File: src/rtl/qpsk_demodulator.sv
// QPSK correlator/demodulator: correlates 8-sample symbols against cos/sin
// references and decides the symbol from the signs of the two sums.
module qpsk_demodulator #(
    parameter int DATA_W = 10
) (
    input  logic                     clk,
    input  logic                     rst_n,
    input  logic signed [DATA_W-1:0] QPSK_in,
    input  logic                     sample_valid,
    input  logic                     align,
    output logic signed [20:0]       i_acc,
    output logic signed [20:0]       q_acc,
    output logic [1:0]               symbol,
    output logic                     sym_valid
);

    localparam int ACC_W  = 21;
    localparam int PROD_W = DATA_W + 8;

    logic [2:0]               phase;
    logic [2:0]               eff_phase;
    logic signed [ACC_W-1:0]  sum_i, sum_q;
    logic signed [ACC_W-1:0]  next_i, next_q;
    logic signed [7:0]        cos_v, sin_v;
    logic signed [PROD_W-1:0] prod_i, prod_q;

    function automatic logic signed [7:0] cos_lut(input logic [2:0] p);
        cos_lut = '0;
        case (p)
            3'd0: cos_lut = 8'sd127;
            3'd1: cos_lut = 8'sd90;
            3'd2: cos_lut = 8'sd0;
            3'd3: cos_lut = -8'sd90;
            3'd4: cos_lut = -8'sd127;
            3'd5: cos_lut = -8'sd90;
            3'd6: cos_lut = 8'sd0;
            3'd7: cos_lut = 8'sd90;
        endcase
    endfunction

    function automatic logic signed [7:0] sin_lut(input logic [2:0] p);
        sin_lut = '0;
        case (p)
            3'd0: sin_lut = 8'sd0;
            3'd1: sin_lut = 8'sd90;
            3'd2: sin_lut = 8'sd127;
            3'd3: sin_lut = 8'sd90;
            3'd4: sin_lut = 8'sd0;
            3'd5: sin_lut = -8'sd90;
            3'd6: sin_lut = -8'sd127;
            3'd7: sin_lut = -8'sd90;
        endcase
    endfunction

    // An align strobe restarts the symbol, so the current sample correlates as phase 0
    // against empty sums.
    always_comb begin
        eff_phase = align ? 3'd0 : phase;
        cos_v     = cos_lut(eff_phase);
        sin_v     = sin_lut(eff_phase);
        prod_i    = $signed({{8{QPSK_in[DATA_W-1]}}, QPSK_in}) * $signed({{DATA_W{cos_v[7]}}, cos_v});
        prod_q    = $signed({{8{QPSK_in[DATA_W-1]}}, QPSK_in}) * $signed({{DATA_W{sin_v[7]}}, sin_v});
        next_i    = (align ? '0 : sum_i) + ACC_W'(prod_i);
        next_q    = (align ? '0 : sum_q) + ACC_W'(prod_q);
    end

    always_ff @(posedge clk or negedge rst_n) begin
        if (!rst_n) begin
            phase     <= '0;
            sum_i     <= '0;
            sum_q     <= '0;
            i_acc     <= '0;
            q_acc     <= '0;
            symbol    <= 2'b00;
            sym_valid <= 1'b0;
        end else begin
            sym_valid <= 1'b0;
            if (sample_valid) begin
                if (!align && phase == 3'd7) begin
                    i_acc     <= next_i;
                    q_acc     <= next_q;
                    symbol    <= {next_i[ACC_W-1], next_q[ACC_W-1]};
                    sym_valid <= 1'b1;
                    sum_i     <= '0;
                    sum_q     <= '0;
                    phase     <= '0;
                end else begin
                    sum_i <= next_i;
                    sum_q <= next_q;
                    phase <= eff_phase + 3'd1;
                end
            end else if (align) begin
                sum_i <= '0;
                sum_q <= '0;
                phase <= '0;
            end
        end
    end

endmodule

File: config.mk
export PLATFORM = sky130hd
export DESIGN_NAME = qpsk_demodulator
export DESIGN_NICKNAME = d
export VERILOG_FILES = /design/src/rtl/qpsk_demodulator.sv
export SDC_FILE = /design/constraint.sdc
export NUM_CORES = 1
export LEC_CHECK = 0
export CORE_ASPECT_RATIO = 1.1
export CORE_MARGIN = 10
export CORE_UTILIZATION = 43
export DETAILED_ROUTE_END_ITERATION = 7
export PLACE_DENSITY = 0.61
export SKIP_LAST_GASP = 1
export SYNTH_ARGS = -nofsm -noshare
export SYNTH_HDL_FRONTEND = slang
export SYNTH_SLANG_ARGS = --single-unit
File: constraint.sdc
create_clock -name clk -period 22.5 [get_ports clk]
set_clock_uncertainty 0.2 [all_clocks]
set_input_delay 2.25 -clock clk [delete_from_list [all_inputs] [get_ports clk]]
set_output_delay 2.25 -clock clk [all_outputs]
set_load 0.01 [all_outputs]
==> summary.log <==
[sta] final hold violation count 0
[sta] final worst setup slack 11.69 ns
[floorplanning] floorplan row count 62
[drt] DRT antenna net count 0
[place] number of port buffers 58
[place] routability-driven placement congestion ratio 0.822
[cts] root buffer selected by CTS sky130_fd_sc_hd__clkbuf_16
[place] dpl hpwl 20500 um
[floorplanning] I/O pins 59
[worst_setup_path] cells on worst reg2reg path 26
[cts] number of buffers inserted for hold repair after clock tree synthesis 0
[sta] total negative slack 0 ns
[worst_setup_path] sort of element at the start of the critical path input pin
[finish] synth-to-layout area growth 9.70%
[yosys] warnings from Yosys 0
[cts] latest clock arrival within the worst-skew pair 0.34 ns
[sta] unrepaired setup endpoints after global routing no
[drt] final routed wire length divided by cell count 15.4 um
[finish] number of antenna repair diodes 0
[cts] number of buffers added for setup after CTS 0
[min_path] Hold Path Cell Cnt 2
[worst_setup_path] maximum fanout along the worst path 48
[yosys] Async S/R FF share, synth 100%
[finish] number of nets in the layout 1555
[cts] sink count of the clock tree 88
[global_routing] via count of the first global-routing pass 9052
[global_routing] antenna violations before repair 0
[global_routing] overflow left after global routing 0
[drt] iteration-0 DRC count of the detailed router 350
[worst_setup_path] required time of the worst setup path 22.53 ns
[floorplanning] Vert. Die Dim 190 um
[finish] area taken by flip-flops and latches 2200 um2
[yosys] flip-flop and latch count after synthesis 88
[yosys] proportion of synthesized chip area in sequential cells 19.4%
[worst_setup_path] type of the worst setup path in -> reg
[floorplanning] horizontal die dimension 175 um
[yosys] dominant cells by area after synthesis sky130_fd_sc_hd__dfrtp_1 19%, sky130_fd_sc_hd__fa_1 19%, sky130_fd_sc_hd__ha_1 15%
[cts] TritonCTS clock tree yes
[finish] Filler Cell Count 2562
[finish] area of the multi-input gates 8140 um2
[sta] worst relative slew slack 33.8%
[floorplanning] Initial Util 43.5%
[yosys] number of enable flip-flop cells after synthesis 0
[yosys] synthesized cell area 11300 um2
[yosys] post-synthesis cell count 1276
[global_routing] wire length of the first global-routing pass 44200 um
[worst_setup_path] arrival time at the worst endpoint 10.84 ns
[cts] maximum root-to-sink buffer count 2
[cts] Resized cells post-CTS 0
[floorplanning] area enclosed by the die boundary 33300 um2
[yosys] most used flip-flop cell after synthesis sky130_fd_sc_hd__dfrtp_1
[sta] final critical-path required period 10.81 ns
[finish] layout cells sized above 1 3.00%
[cts] Inserted Clock Buffers 9
[min_path] class of the worst hold path reg -> reg
[worst_setup_path] sort of element at the end of the critical path flip-flop
[yosys] nets in the synthesized netlist 1532
[cts] H-tree Lvls 3
[yosys] top cell type by total area after synthesis sky130_fd_sc_hd__dfrtp_1
[yosys] top-count cell post-synth sky130_fd_sc_hd__inv_1
[drt] post-route DRC violation count 0
[sta] period utilization 48.1%
[cts] clock-pin slew on the worst setup and hold paths 0.06 ns
[floorplanning] Core Box Area 26100 um2
[sta] number of slew-limit violations in the final report 0
[drt] overall via count from detail_route 8415
[global_routing] GRT Overall Usage 15.9%
[sta] hold slack 0.277 ns
[drt] drt first pass iters 4
[yosys] syn avg cell area 8.89 um2
[drt] via density per instance 5.09
[global_routing] maximum number of pins on one net before global-route repair 56
[sta] highest attainable clock frequency 92.5 MHz
[finish] utilization after layout 47.7%
[sta] Worst-Margin Slew 0.989 ns
[status] outcome finished clean
[drt] DRT Wirelength 25500 um
[sta] count of endpoints failing setup in the final report 0
[yosys] most instantiated cells after synthesis 202 x sky130_fd_sc_hd__inv_1, 132 x sky130_fd_sc_hd__ha_1, 110 x sky130_fd_sc_hd__fa_1
[yosys] number of library cell types mapped by synthesis 70
[flow_run] maximum capacitance violations 0
[yosys] fraction of post-synthesis cell area in the top cell type by area 19.4%
[place] worst setup slack before clock tree synthesis 11.41 ns
[layer usage]
| layer | share of wire, % | up-vias | track usage, % |
|---|---|---|---|
| met5 | 0 | - | 0 |
| met4 | 1.9 | 0 | 3.56 |
| met3 | 2.4 | 34 | 2.34 |
| met2 | 53 | 89 | 30.3 |
| met1 | 43 | 4062 | 18.4 |
| li1 | - | 4230 | - |
[cell usage in the layout, fill, tap and decap left out, types with 3 or more instances in the layout]
cell                              instances
sky130_fd_sc_hd__o41ai_1                  3
sky130_fd_sc_hd__xor2_1                  25
sky130_fd_sc_hd__ha_1                   132
sky130_fd_sc_hd__nor3b_1                  4
sky130_fd_sc_hd__dfrtp_1                 88
sky130_fd_sc_hd__and2_1                  42
sky130_fd_sc_hd__nand2_1                 84
sky130_fd_sc_hd__nand3_1                 16
sky130_fd_sc_hd__nor3_1                  12
sky130_fd_sc_hd__fa_1                   110
sky130_fd_sc_hd__buf_4                    9
sky130_fd_sc_hd__or2_2                    4
sky130_fd_sc_hd__a21oi_1                 59
sky130_fd_sc_hd__nand2b_1                20
sky130_fd_sc_hd__o21a_1                   7
sky130_fd_sc_hd__mux2i_1                  3
sky130_fd_sc_hd__nor2_1                  75
sky130_fd_sc_hd__nand4_1                  3
sky130_fd_sc_hd__clkdlybuf4s50_1         57
sky130_fd_sc_hd__a31o_2                   5
sky130_fd_sc_hd__a31oi_1                  8
sky130_fd_sc_hd__o21bai_1                 9
sky130_fd_sc_hd__o21ai_0                 61
sky130_fd_sc_hd__nor2b_1                 55
sky130_fd_sc_hd__xnor2_1                 69
sky130_fd_sc_hd__o22ai_1                  4
sky130_fd_sc_hd__o31ai_1                  3
sky130_fd_sc_hd__o2bb2ai_1               33
sky130_fd_sc_hd__a21o_1                  16
sky130_fd_sc_hd__a22o_1                   5
sky130_fd_sc_hd__and3_1                   5
sky130_fd_sc_hd__inv_1                  202
sky130_fd_sc_hd__a211oi_1                 9
sky130_fd_sc_hd__clkbuf_16                9
sky130_fd_sc_hd__or3_1                    5
sky130_fd_sc_hd__o211ai_1                 5
sky130_fd_sc_hd__a41o_1                   3
[per-stage QoR]
step | instances | area, um2
after floorplan | 1276 | 11300
after global placement | 1640 | 12200
after detailed placement | 1640 | 12200
after CTS | 1654 | 12400
after global routing | 1654 | 12400
final | 1654 | 12400
[registers in the layout, summed over array words and instances (netlist names)]
signal and count:
q_acc 20, sym_valid 1, i_acc 21, phase 3, sum_q 21, symbol 1
sum_i 21
[path summary, 6_finish.rpt]
| kind | slack (ns) | startpoint | to |
|---|---|---|---|
| max | 11.69 | align | sum_q[20] |
| min | 0.28 | i_acc[18] | i_acc[18] |
| max in group asynchronous | 19.35 | rst_n | sum_i[10] |
| max reg2reg | 14.04 | phase[0] | sum_q[20] |
| min in group asynchronous | 1.66 | rst_n | q_acc[11] |
| min reg2reg | 0.28 | i_acc[18] | i_acc[18] |
[cell families (layout without fill, tap and decap cells)]
logic type / Yosys count / count (layout) / synth area share [%]
AO/OA/AOI/OAI: 254 / 254 / 15.0
XOR/XNOR: 95 / 95 / 7.47
adder cells (fa/ha/maj): 242 / 242 / 34.0
buffers and inverters: 258 / 284 / 8.80
flip-flops: 88 / 88 / 19.4
multiplexers: 3 / 3 / 0.265
AND/OR/NAND/NOR: 336 / 336 / 15.1
[critical path: stages]
cell,delay [ns]
sky130_fd_sc_hd__clkdlybuf4s50_1,0.45
sky130_fd_sc_hd__buf_4,0.46
sky130_fd_sc_hd__nand2b_1,0.29
sky130_fd_sc_hd__inv_1,0.16
sky130_fd_sc_hd__ha_1,0.33
sky130_fd_sc_hd__mux2i_1,0.65
sky130_fd_sc_hd__nand2b_1,0.37
sky130_fd_sc_hd__inv_1,0.21
sky130_fd_sc_hd__fa_1,0.49
sky130_fd_sc_hd__fa_1,0.51
sky130_fd_sc_hd__fa_1,0.49
sky130_fd_sc_hd__inv_1,0.05
sky130_fd_sc_hd__fa_1,0.47
sky130_fd_sc_hd__inv_1,0.04
sky130_fd_sc_hd__ha_1,0.22
sky130_fd_sc_hd__or3_1,0.38
sky130_fd_sc_hd__a211oi_1,0.30
sky130_fd_sc_hd__o31ai_1,0.12
sky130_fd_sc_hd__xnor3_2,0.52
sky130_fd_sc_hd__inv_1,0.12
sky130_fd_sc_hd__ha_1,0.24
sky130_fd_sc_hd__or4_1,0.51
sky130_fd_sc_hd__o21ai_0,0.09
sky130_fd_sc_hd__a21oi_1,0.10
sky130_fd_sc_hd__and4b_1,0.21
sky130_fd_sc_hd__a211oi_1,0.44
sky130_fd_sc_hd__o21ai_0,0.15
sky130_fd_sc_hd__a22o_1,0.20
[area by class of cell]
| cell class | instances | share of cell area [%] |
|---|---|---|
| clock inverter | 3 | 0.171 |
| sequential | 88 | 17.7 |
| clock buffer | 11 | 1.87 |
| tap | 352 | 3.54 |
| inverter | 204 | 6.16 |
| multi-input combinational | 930 | 65.4 |
| timing repair buffer | 66 | 5.13 |
Power is left out: the tool's default activity adds up to more than one toggle a clock period on the data nets, which glitch-free logic cannot reach.
